File: src/rtl/pong_defs.sv
// Shared pong geometry, timing constants and the ball state encoding.
// Also consumed by the graphics stage and the paddle drawing logic.
package pong_defs;

    // Screen and object geometry in pixels
    localparam int SCREEN_W     = 640;
    localparam int SCREEN_H     = 480;
    localparam int BALL_SIZE    = 8;
    localparam int SPEED_X      = 2;
    localparam int SPEED_Y      = 1;
    localparam int PADDLE_X     = 16;
    localparam int PADDLE_W     = 8;
    localparam int PADDLE_H     = 64;
    localparam int SERVE_FRAMES = 60;

    // 11-bit versions so the motion arithmetic has headroom and never wraps
    localparam logic [10:0] X_MAX_W       = 11'(SCREEN_W - BALL_SIZE);
    localparam logic [10:0] Y_MAX_W       = 11'(SCREEN_H - BALL_SIZE);
    localparam logic [10:0] SPEED_X_W     = 11'(SPEED_X);
    localparam logic [10:0] SPEED_Y_W     = 11'(SPEED_Y);
    localparam logic [10:0] PADDLE_EDGE_W = 11'(PADDLE_X + PADDLE_W);
    localparam logic [10:0] BALL_SIZE_W   = 11'(BALL_SIZE);
    localparam logic [10:0] PADDLE_H_W    = 11'(PADDLE_H);

    // 10-bit screen positions used for clamping and recentring
    localparam logic [9:0] X_MAX_POS     = 10'(SCREEN_W - BALL_SIZE);
    localparam logic [9:0] Y_MAX_POS     = 10'(SCREEN_H - BALL_SIZE);
    localparam logic [9:0] PADDLE_EDGE_X = 10'(PADDLE_X + PADDLE_W);
    localparam logic [9:0] CENTER_X      = 10'((SCREEN_W - BALL_SIZE) / 2);
    localparam logic [9:0] CENTER_Y      = 10'((SCREEN_H - BALL_SIZE) / 2);

    // Last serve-counter value before play starts
    localparam logic [5:0] SERVE_LAST = 6'(SERVE_FRAMES - 1);

    // Ball state machine encoding; 2'd3 is illegal and recovers to SERVE
    typedef enum logic [1:0] {
        ST_SERVE = 2'd0,
        ST_PLAY  = 2'd1,
        ST_MISS  = 2'd2
    } ball_state_e;

    // Saturating 4-bit increment for the miss counter
    function automatic logic [3:0] sat_inc4(input logic [3:0] v);
        logic [3:0] r;
        if (v == 4'hF) begin
            r = v;
        end else begin
            r = v + 4'd1;
        end
        return r;
    endfunction

endpackage

File: src/rtl/frame_tick_sync.sv
// Brings the graphics-stage end-of-frame level into the clk50M domain and
// turns each rising edge into a single-cycle tick.
module frame_tick_sync (
    input  logic clk50M,
    input  logic reset,
    input  logic endofframe,
    output logic tick
);

    logic sync1_q;
    logic sync2_q;
    logic prev_q;

    // Two-flop synchroniser followed by a delay flop for edge detection
    always_ff @(posedge clk50M or negedge reset) begin
        if (!reset) begin
            sync1_q <= 1'b0;
            sync2_q <= 1'b0;
            prev_q  <= 1'b0;
        end else begin
            sync1_q <= endofframe;
            sync2_q <= sync1_q;
            prev_q  <= sync2_q;
        end
    end

    // Decoded purely from flops, so the tick is glitch-free
    assign tick = sync2_q & ~prev_q;

endmodule

File: src/rtl/ball_physics.sv
// Ball game logic: advances the ball once per frame, bounces it off the
// walls and paddle one, detects misses and runs the serve/play/miss FSM.
module ball_physics
    import pong_defs::*;
(
    input  logic       clk50M,
    input  logic       reset,
    input  logic       endofframe,
    input  logic [9:0] paddle_one_y,
    output logic [9:0] ball_x,
    output logic [9:0] ball_y,
    output logic       ball_dir_right,
    output logic       ball_dir_down,
    output logic       serving,
    output logic [3:0] miss_count
);

    logic        tick_s;
    ball_state_e state_q, state_d;
    logic [5:0]  cnt_q, cnt_d;
    logic [9:0]  x_q, x_d;
    logic [9:0]  y_q, y_d;
    logic        right_q, right_d;
    logic        down_q, down_d;
    logic        serving_q, serving_d;
    logic [3:0]  miss_q, miss_d;

    logic [10:0] x_ext_s, y_ext_s, py_ext_s;
    logic [10:0] x_plus_s, x_minus_s, y_plus_s, y_minus_s;
    logic        paddle_hit_s;

    frame_tick_sync u_tick (
        .clk50M     (clk50M),
        .reset      (reset),
        .endofframe (endofframe),
        .tick       (tick_s)
    );

    // Widened operands; the minus results are only used when they cannot underflow
    assign x_ext_s   = {1'b0, x_q};
    assign y_ext_s   = {1'b0, y_q};
    assign py_ext_s  = {1'b0, paddle_one_y};
    assign x_plus_s  = x_ext_s + SPEED_X_W;
    assign x_minus_s = x_ext_s - SPEED_X_W;
    assign y_plus_s  = y_ext_s + SPEED_Y_W;
    assign y_minus_s = y_ext_s - SPEED_Y_W;

    // Ball moving left would reach the paddle face this frame and overlaps it vertically
    assign paddle_hit_s = !right_q
                       && (x_ext_s >= PADDLE_EDGE_W)
                       && (x_minus_s <= PADDLE_EDGE_W)
                       && ((y_ext_s + BALL_SIZE_W) > py_ext_s)
                       && (y_ext_s < (py_ext_s + PADDLE_H_W));

    // Next-state logic: state only advances on a frame tick, except illegal-state recovery
    always_comb begin
        state_d   = state_q;
        cnt_d     = cnt_q;
        x_d       = x_q;
        y_d       = y_q;
        right_d   = right_q;
        down_d    = down_q;
        miss_d    = miss_q;
        serving_d = 1'b0;

        case (state_q)
            ST_SERVE: begin
                if (tick_s) begin
                    if (cnt_q == SERVE_LAST) begin
                        state_d = ST_PLAY;
                        cnt_d   = 6'd0;
                    end else begin
                        cnt_d = cnt_q + 6'd1;
                    end
                end else begin
                    cnt_d = cnt_q;
                end
            end
            ST_PLAY: begin
                if (tick_s) begin
                    // Vertical axis
                    if (down_q) begin
                        if (y_plus_s >= Y_MAX_W) begin
                            y_d    = Y_MAX_POS;
                            down_d = 1'b0;
                        end else begin
                            y_d = 10'(y_plus_s);
                        end
                    end else begin
                        if (y_ext_s <= SPEED_Y_W) begin
                            y_d    = 10'd0;
                            down_d = 1'b1;
                        end else begin
                            y_d = 10'(y_minus_s);
                        end
                    end
                    // Horizontal axis, evaluated independently of the vertical one
                    if (right_q) begin
                        if (x_plus_s >= X_MAX_W) begin
                            x_d     = X_MAX_POS;
                            right_d = 1'b0;
                        end else begin
                            x_d = 10'(x_plus_s);
                        end
                    end else if (paddle_hit_s) begin
                        x_d     = PADDLE_EDGE_X;
                        right_d = 1'b1;
                    end else if (x_ext_s <= SPEED_X_W) begin
                        x_d     = 10'd0;
                        state_d = ST_MISS;
                    end else begin
                        x_d = 10'(x_minus_s);
                    end
                end else begin
                    state_d = ST_PLAY;
                end
            end
            ST_MISS: begin
                if (tick_s) begin
                    miss_d  = sat_inc4(miss_q);
                    x_d     = CENTER_X;
                    y_d     = CENTER_Y;
                    right_d = 1'b1;
                    cnt_d   = 6'd0;
                    state_d = ST_SERVE;
                end else begin
                    state_d = ST_MISS;
                end
            end
            default: begin
                state_d = ST_SERVE;
                cnt_d   = 6'd0;
            end
        endcase

        serving_d = (state_d == ST_SERVE);
    end

    // State and output registers; reset recentres the ball and waits to serve
    always_ff @(posedge clk50M or negedge reset) begin
        if (!reset) begin
            state_q   <= ST_SERVE;
            cnt_q     <= 6'd0;
            x_q       <= CENTER_X;
            y_q       <= CENTER_Y;
            right_q   <= 1'b1;
            down_q    <= 1'b1;
            serving_q <= 1'b1;
            miss_q    <= 4'd0;
        end else begin
            state_q   <= state_d;
            cnt_q     <= cnt_d;
            x_q       <= x_d;
            y_q       <= y_d;
            right_q   <= right_d;
            down_q    <= down_d;
            serving_q <= serving_d;
            miss_q    <= miss_d;
        end
    end

    assign ball_x         = x_q;
    assign ball_y         = y_q;
    assign ball_dir_right = right_q;
    assign ball_dir_down  = down_q;
    assign serving        = serving_q;
    assign miss_count     = miss_q;

endmodule

File: config.mk
export PLATFORM = sky130hd
export DESIGN_NAME = ball_physics
export DESIGN_NICKNAME = d
export VERILOG_FILES = /design/src/rtl/pong_defs.sv /design/src/rtl/frame_tick_sync.sv /design/src/rtl/ball_physics.sv
export SDC_FILE = /design/constraint.sdc
export NUM_CORES = 1
export LEC_CHECK = 0
export ABC_AREA = 0
export CAP_MARGIN = 20
export CORE_MARGIN = 2
export CORE_UTILIZATION = 50
export DETAILED_ROUTE_END_ITERATION = 16
export PLACE_DENSITY = 0.73
export SLEW_MARGIN = 20
export SYNTH_ARGS = -nofsm -noshare
export SYNTH_HDL_FRONTEND = slang
export SYNTH_SLANG_ARGS = --single-unit
File: constraint.sdc
create_clock -name clk50M -period 7.1 [get_ports clk50M]
set_input_delay 1.42 -clock clk50M [delete_from_list [all_inputs] [get_ports clk50M]]
set_output_delay 1.42 -clock clk50M [all_outputs]
set_load 0.02 [all_outputs]
==> flow_summary.ini <==
[floorplan]
die_x_microns = 85.5
core_sq_um = 6390
die_y_microns = 85.5
start_util_pct = 52.0
dieArea_sq_um = 7300
io-pin-count = 40
rows = 29

[clock_tree]
cts_buffers = 5
h-tree-depth = 2
cts.clk_slew.worst_paths_ps = 80
clock_path_buffers = 2
cts_tree = done
clk_latency_ps = 290
cts_root_buf = clkbuf_8
cts.sink_count = 37
postCtsResizedCells = 0
cts_hold_buf = 0
post_cts_buffers = 0

[min_path]
hold_class = flip-flop to flip-flop
worstHoldStart = u_tick.sync1_q
min_path_cells = 0
min_delay_worst_endpoint = u_tick.sync2_q

[drt]
wirelength_mm = 8.07
drt-vias-per-instance = 6.15
via_count = 3104
post_drt_wl_per_cell_microns = 16.0
remaining_drc_errors = 0
first_pass_iters = 5
drtIter0Drc = 243
ant_nets = 0

[synthesis]
syn_nets = 449
seq_area_frac_synth_pct = 28.4
ys_warn_count = 0
synth_edf_count = 0
syn_area_sq_um = 3320
ys_types = 67
netlist_instances = 408
async_flop_share_pct = 100
ys_ff_latch = 37
synth.avg_cell_area_sq_um = 8.13
synth_ff_type = dfrtp_1

[cells_and_area]
drive_gt1_share_pct = 8.64
final_common_cell = clkdlybuf4s50_1
n_antenna_cell = 0
final_cell_mix = clkdlybuf4s50_1, o21ai_0, nand2_1
nets = 468
synthToLayoutAreaGrowth_pct = 13.3

[worst_setup_path]
critPathLaunchType = primary input
crit_fanout = 5
required_ps = 7280
max_stage_delay_ps = 550
timing.rr.end = ball_x[1]
worstReg2RegStart = ball_y[4]
worstPathArrival_ps = 4040
worstSetupPathType = primary input to flip-flop
critical_path.slowest_cell = clkdlybuf4s50_1
r2r_slack_ps = 3740
r2r_cells = 12
crit_chain = clkdlybuf4s50_1, nand3_1, xnor2_1, ha_1, a21oi_1, a21boi_0, or4_4, nor4_4, nor3_2, o31a_1
crit_path_end_kind = flip-flop

[timing]
finalSetupTns_ps = 0
hold_viol_final = 0
slew_headroom_pct = 45.3
clock_skew_ps = 6.62
fmax_mhz = 259
period_needed_ps = 3860
final.period_utilization_pct = 54.4
rsz0062_at_grt = no
setup_viol_count_final = 0
worst_pin_slew_ps = 820
fin_ws_ps = 3240
maxSlewViolCount = 0

[placement]
io_buffers = 38
gp_congestion = 0.870
hpwl_mm = 5.76
dpl_worst_slack_ps = 2930

[grt]
grt_pass1_wl_mm = 13.6
grt_pass1_vias = 2957
grt-ovfl-total = 0
grt_start_max_net_pins = 38
antenna_found_initial = 0
track_usage_pct = 22.5

[power]
switching_share_pct = 25.2
peakVddDrop_mv = 0.119
p_seq_share_pct = 53.9
power_leakage_nw = 1.64
p_int_mw = 0.314
power_switching_mw = 0.105
pwr-share-clk_pct = 37.4
p_comb_share_pct = 8.8
pwr_density_cell_nw_per_um2 = 112

[flow_run]
cap_violations = 0

[outcome]
status = finished, final reports clean
## area by class of cell
| cell class | instances | area, sq um |
|---|---|---|
| well taps | 77 | 96.3 |
| inverters | 24 | 90.1 |
| multi-input cells | 321 | 2160 |
| clock inverters | 1 | 7.51 |
| flip-flops and latches | 37 | 942 |
| repair buffers | 38 | 375 |
| fillers | 584 | 2630 |
| clock buffers | 7 | 86.3 |
## worst max path at each step
stage	slack, ps	depth (start not counted)	to	from
floorplan	3640	9	ball_x[1]	paddle_one_y[6]
global placement	2970	10	ball_x[1]	paddle_one_y[6]
detailed placement	2930	10	ball_x[1]	paddle_one_y[8]
CTS	3240	10	ball_x[1]	paddle_one_y[8]
global route	3100	10	ball_x[1]	paddle_one_y[8]
finish	3240	10	ball_x[1]	paddle_one_y[8]
## power by group through the flow
stage / clock [mW] / sequential [mW] / combinational [mW]
floorplan: 0 / 0.228 / 0.0221
global placement: 0 / 0.229 / 0.0363
detailed placement: 0 / 0.230 / 0.0373
CTS: 0.161 / 0.226 / 0.0375
global route: 0.169 / 0.227 / 0.0434
finish: 0.157 / 0.226 / 0.0367
## critical path, delay by kind of cell
| family | cells | cell delay [ps] |
|---|---|---|
| simple gates | 4 | 1110 |
| xor+xnor | 1 | 140 |
| buf+inv | 1 | 550 |
| fa+ha+maj | 1 | 300 |
| compound gates | 3 | 520 |
## flip-flops by register name, summed over array words and instances (netlist names)
name and cells:
ball_x 9, cnt_q 6, u_tick.prev_q 1, serving 1
ball_y 10, ball_dir_right 1, u_tick.sync1_q 1, miss_count 4
ball_dir_down 1, u_tick.sync2_q 1, state_q 2
## cell families (layout without fill, tap and decap cells)
| kind of cell | count (synthesis) | count (layout) | share of synthesized area [%] |
|---|---|---|---|
| compound gates | 111 | 111 | 21.3 |
| xor+xnor | 23 | 23 | 6.07 |
| fa+ha+maj | 28 | 28 | 10.6 |
| buf+inv | 50 | 70 | 6.45 |
| flops | 37 | 37 | 28.4 |
| mux | 5 | 5 | 1.62 |
| other cells | 1 | 1 | 0.113 |
| simple gates | 153 | 153 | 25.5 |
## through the flow
| step | hold slack, ps | cell area (sq um) | util, % | power (mW) | instances |
|---|---|---|---|---|---|
| 6_report | 352 | 3760 | 58.9 | 0.419 | 505 |
| 5_1_grt | 357 | 3760 | 58.9 | 0.440 | 505 |
| 4_1_cts | 354 | 3760 | 58.9 | 0.424 | 505 |
| 3_5_place_dp | 335 | 3670 | 57.4 | 0.267 | 497 |
| 3_3_place_gp | 333 | 3670 | 57.4 | 0.266 | 497 |
| 2_1_floorplan | 331 | 3320 | - | 0.250 | 408 |
## Yosys cell counts (3+ instances only)
cell,count,share of area [%]
mux2_2,3,1.0
nand3_1,16,2.4
xor2_1,10,2.6
ha_1,28,11
and3_1,9,1.7
nor2b_1,3,0.57
nand4_1,10,1.9
nand2_1,32,3.6
clkbuf_1,18,2.0
o22ai_1,4,0.75
dfrtp_1,24,18
or4_1,6,1.4
and2_1,7,1.3
nor2_1,29,3.3
a21o_1,5,1.1
o22a_1,3,0.79
xnor2_1,13,3.4
or3_1,3,0.57
buf_4,4,0.91
nand2b_1,5,0.94
inv_1,24,2.7
o21a_1,3,0.68
o31ai_1,4,0.91
buf_2,3,0.45
nor3_1,9,1.4
a21oi_1,27,4.1
o21ai_0,36,5.4
a22oi_1,3,0.68
nor4_1,6,1.1
dfstp_2,13,10
## metal layers
metal | GRT usage [%] | part of all wire [%] | vias up
li1 | - | - | 1521
met1 | 31.4 | 45 | 1462
met2 | 36.5 | 47 | 111
met3 | 3.11 | 6.0 | 10
met4 | 6.35 | 1.5 | 0
met5 | 0 | 0 | -
Power figures use the tool's default switching activity.
==> RTL edit, RTL diff (config.mk and constraints unchanged) <==
Re-encode `ball_state_e` (3 states) as one-hot, 3 bits wide.
--- a/src/rtl/pong_defs.sv
+++ b/src/rtl/pong_defs.sv
@@ -33,10 +33,10 @@
     localparam logic [5:0] SERVE_LAST = 6'(SERVE_FRAMES - 1);
 
     // Ball state machine encoding; 2'd3 is illegal and recovers to SERVE
-    typedef enum logic [1:0] {
-        ST_SERVE = 2'd0,
-        ST_PLAY  = 2'd1,
-        ST_MISS  = 2'd2
+    typedef enum logic [2:0] {
+        ST_SERVE = 3'b001,
+        ST_PLAY  = 3'b010,
+        ST_MISS  = 3'b100
     } ball_state_e;
 
     // Saturating 4-bit increment for the miss counter
Behaviour: no difference found for any inputs over 10 cycles, from zero or initial values and one cycle with reset low; not proved beyond that.
==> RTL edit against the original RTL <==
Maximum frequency rose by 3.3%. Area after synthesis rose by 3.2%. Combinational power rose by 48%. Synthesized cell count rose by 3.9%. Power rose by 14%. Sequential cell count rose by 1. Worst setup slack improved by 0.12 ns. Wire length rose by 3.9%. Design area rose by 3.7%. Largest cell class unchanged.
==> RTL edit: results (changes against the original RTL) <==
[logic_synthesis]
synth_area_leaders = dfrtp_1, dfstp_2, ha_1
synth_commonest_cells = nand2_1, nor2_1, a21oi_1
synthMuxAreaShare = 0.01681  ; +0.0005987
seq_area_frac_synth = 0.2829  ; -0.001042
yosysUniqueCellTypes = 72  ; +7.5%

[detailed_routing]
dr_total_vias = 3272  ; +5.4%

[critical_path]
rr_startpoint = ball_y[3]$_DFFE_PN1P_
ff2ff_path_depth = 11  ; -1
critPathLaunch = paddle_one_y[6]
max_stage_delay_ns = 0.47  ; -0.08 ns
critPathCapture = ball_x[3]$_DFFE_PN1P_
cp_max_fo = 8  ; +3
r2r_setup_slack_ns = 3.79  ; +0.05 ns
arrival_ns = 3.94  ; -0.10 ns

[grt]
grt_max_degree = 39  ; +2.6%
first_global_vias = 3130  ; +5.9%
use_met3 = 0.03143  ; +0.0003002
use_met2 = 0.3692  ; +0.004174

[final_layout]
final_nets = 487  ; +4.1%

[placed_design]
hpwl_um = 6122  ; +6.2%
place_area_mm2 = 0.003791  ; +3.4%

[timing]
worst_clock_skew_ns = 0.006012  ; -0.0006048 ns

[power]
leakagePower_uw = 0.001631  ; -0.38%
ir_drop_mv = 0.1202  ; +1.2%

[run_status]
status = completed

## RTL edit: cell count changes after synthesis, moves of 5 or more
| cell | change |
|---|---|
| a21oi_1 | +6 |
| a31oi_1 | +8 |
| and2_1 | -5 |
| buf_2 | +5 |
| clkbuf_1 | -5 |
| nor2_1 | +5 |
| nor3_1 | +9 |
| o21ai_0 | -9 |
| or4_1 | -5 |
| xnor2_1 | +5 |
| xor2_1 | -6 |
## RTL edit: worst min path at each step
stage          depth (start not counted)  slack, ns                       end
3_5_place_dp                           0       0.34  u_tick.sync2_q$_DFF_PN0_
4_1_cts                                0       0.35  u_tick.sync2_q$_DFF_PN0_
5_1_grt                                0       0.36  u_tick.sync2_q$_DFF_PN0_
6_report                               0       0.35  u_tick.sync2_q$_DFF_PN0_
2_1_floorplan                          0       0.33  u_tick.sync2_q$_DFF_PN0_
3_3_place_gp                           0       0.33  u_tick.sync2_q$_DFF_PN0_
## RTL edit: through the flow
stage	hold slack [ns]	worst slack, ns	std cells	total power (uW)	util
after detailed placement	0.3372	3.061	519	302.8	0.5642
final	0.3537	3.362	527	478.7	0.5804
after global placement	0.3323	3.129	519	301.6	0.5642
after floorplan	0.3312	3.751	424	281.3	-
after global routing	0.3645	3.202	527	506.7	0.5804
after CTS	0.3548	3.367	527	487.4	0.5804
## RTL edit: cell type report
| class | instances | area, um2 |
|---|---|---|
| timing repair buffer | 39 | 382.9 |
| tap | 80 | 100.1 |
| fill | 609 | 2819 |
| clock buffer | 5 | 68.82 |
| inverter | 25 | 93.84 |
| clock inverter | 3 | 40.04 |
| multi-input combinational | 337 | 2246 |
| sequential | 38 | 968.4 |
## RTL edit: power breakdown
group | internal [uW] | switching, uW | total [uW] | leakage, uW
logic | 24.3 | 30.0 | 54.3 | 0.00113
registers | 230 | 14.5 | 244 | 0.000447
clock network | 103 | 76.6 | 180 | 0.0000579
total | 358 | 121 | 479 | 0.00163
## RTL edit: cell families (layout without fill, tap and decap cells)
kind of cell / Yosys count / count (layout)
AND/OR/NAND/NOR: 156 / 156
AO/OA/AOI/OAI: 125 / 125
buffers and inverters: 49 / 72
flip-flops: 38 / 38
adder cells (fa/ha/maj): 28 / 28
XOR/XNOR: 22 / 22
multiplexers: 5 / 5
other: 1 / 1
## RTL edit: metal layers
layer | vias up | wire length, um
met1 | 1548 | 3945
met4 | 0 | 133
met2 | 116 | 3848
met5 | - | 0
met3 | 14 | 456
li1 | 1594 | -
## RTL edit: critical path: cells and delay by family
family / cells / cell delay, ns
xor+xnor: 1 / 0.13
simple gates: 3 / 0.36
buf+inv: 1 / 0.47
compound gates: 4 / 1.02
fa+ha+maj: 2 / 0.55
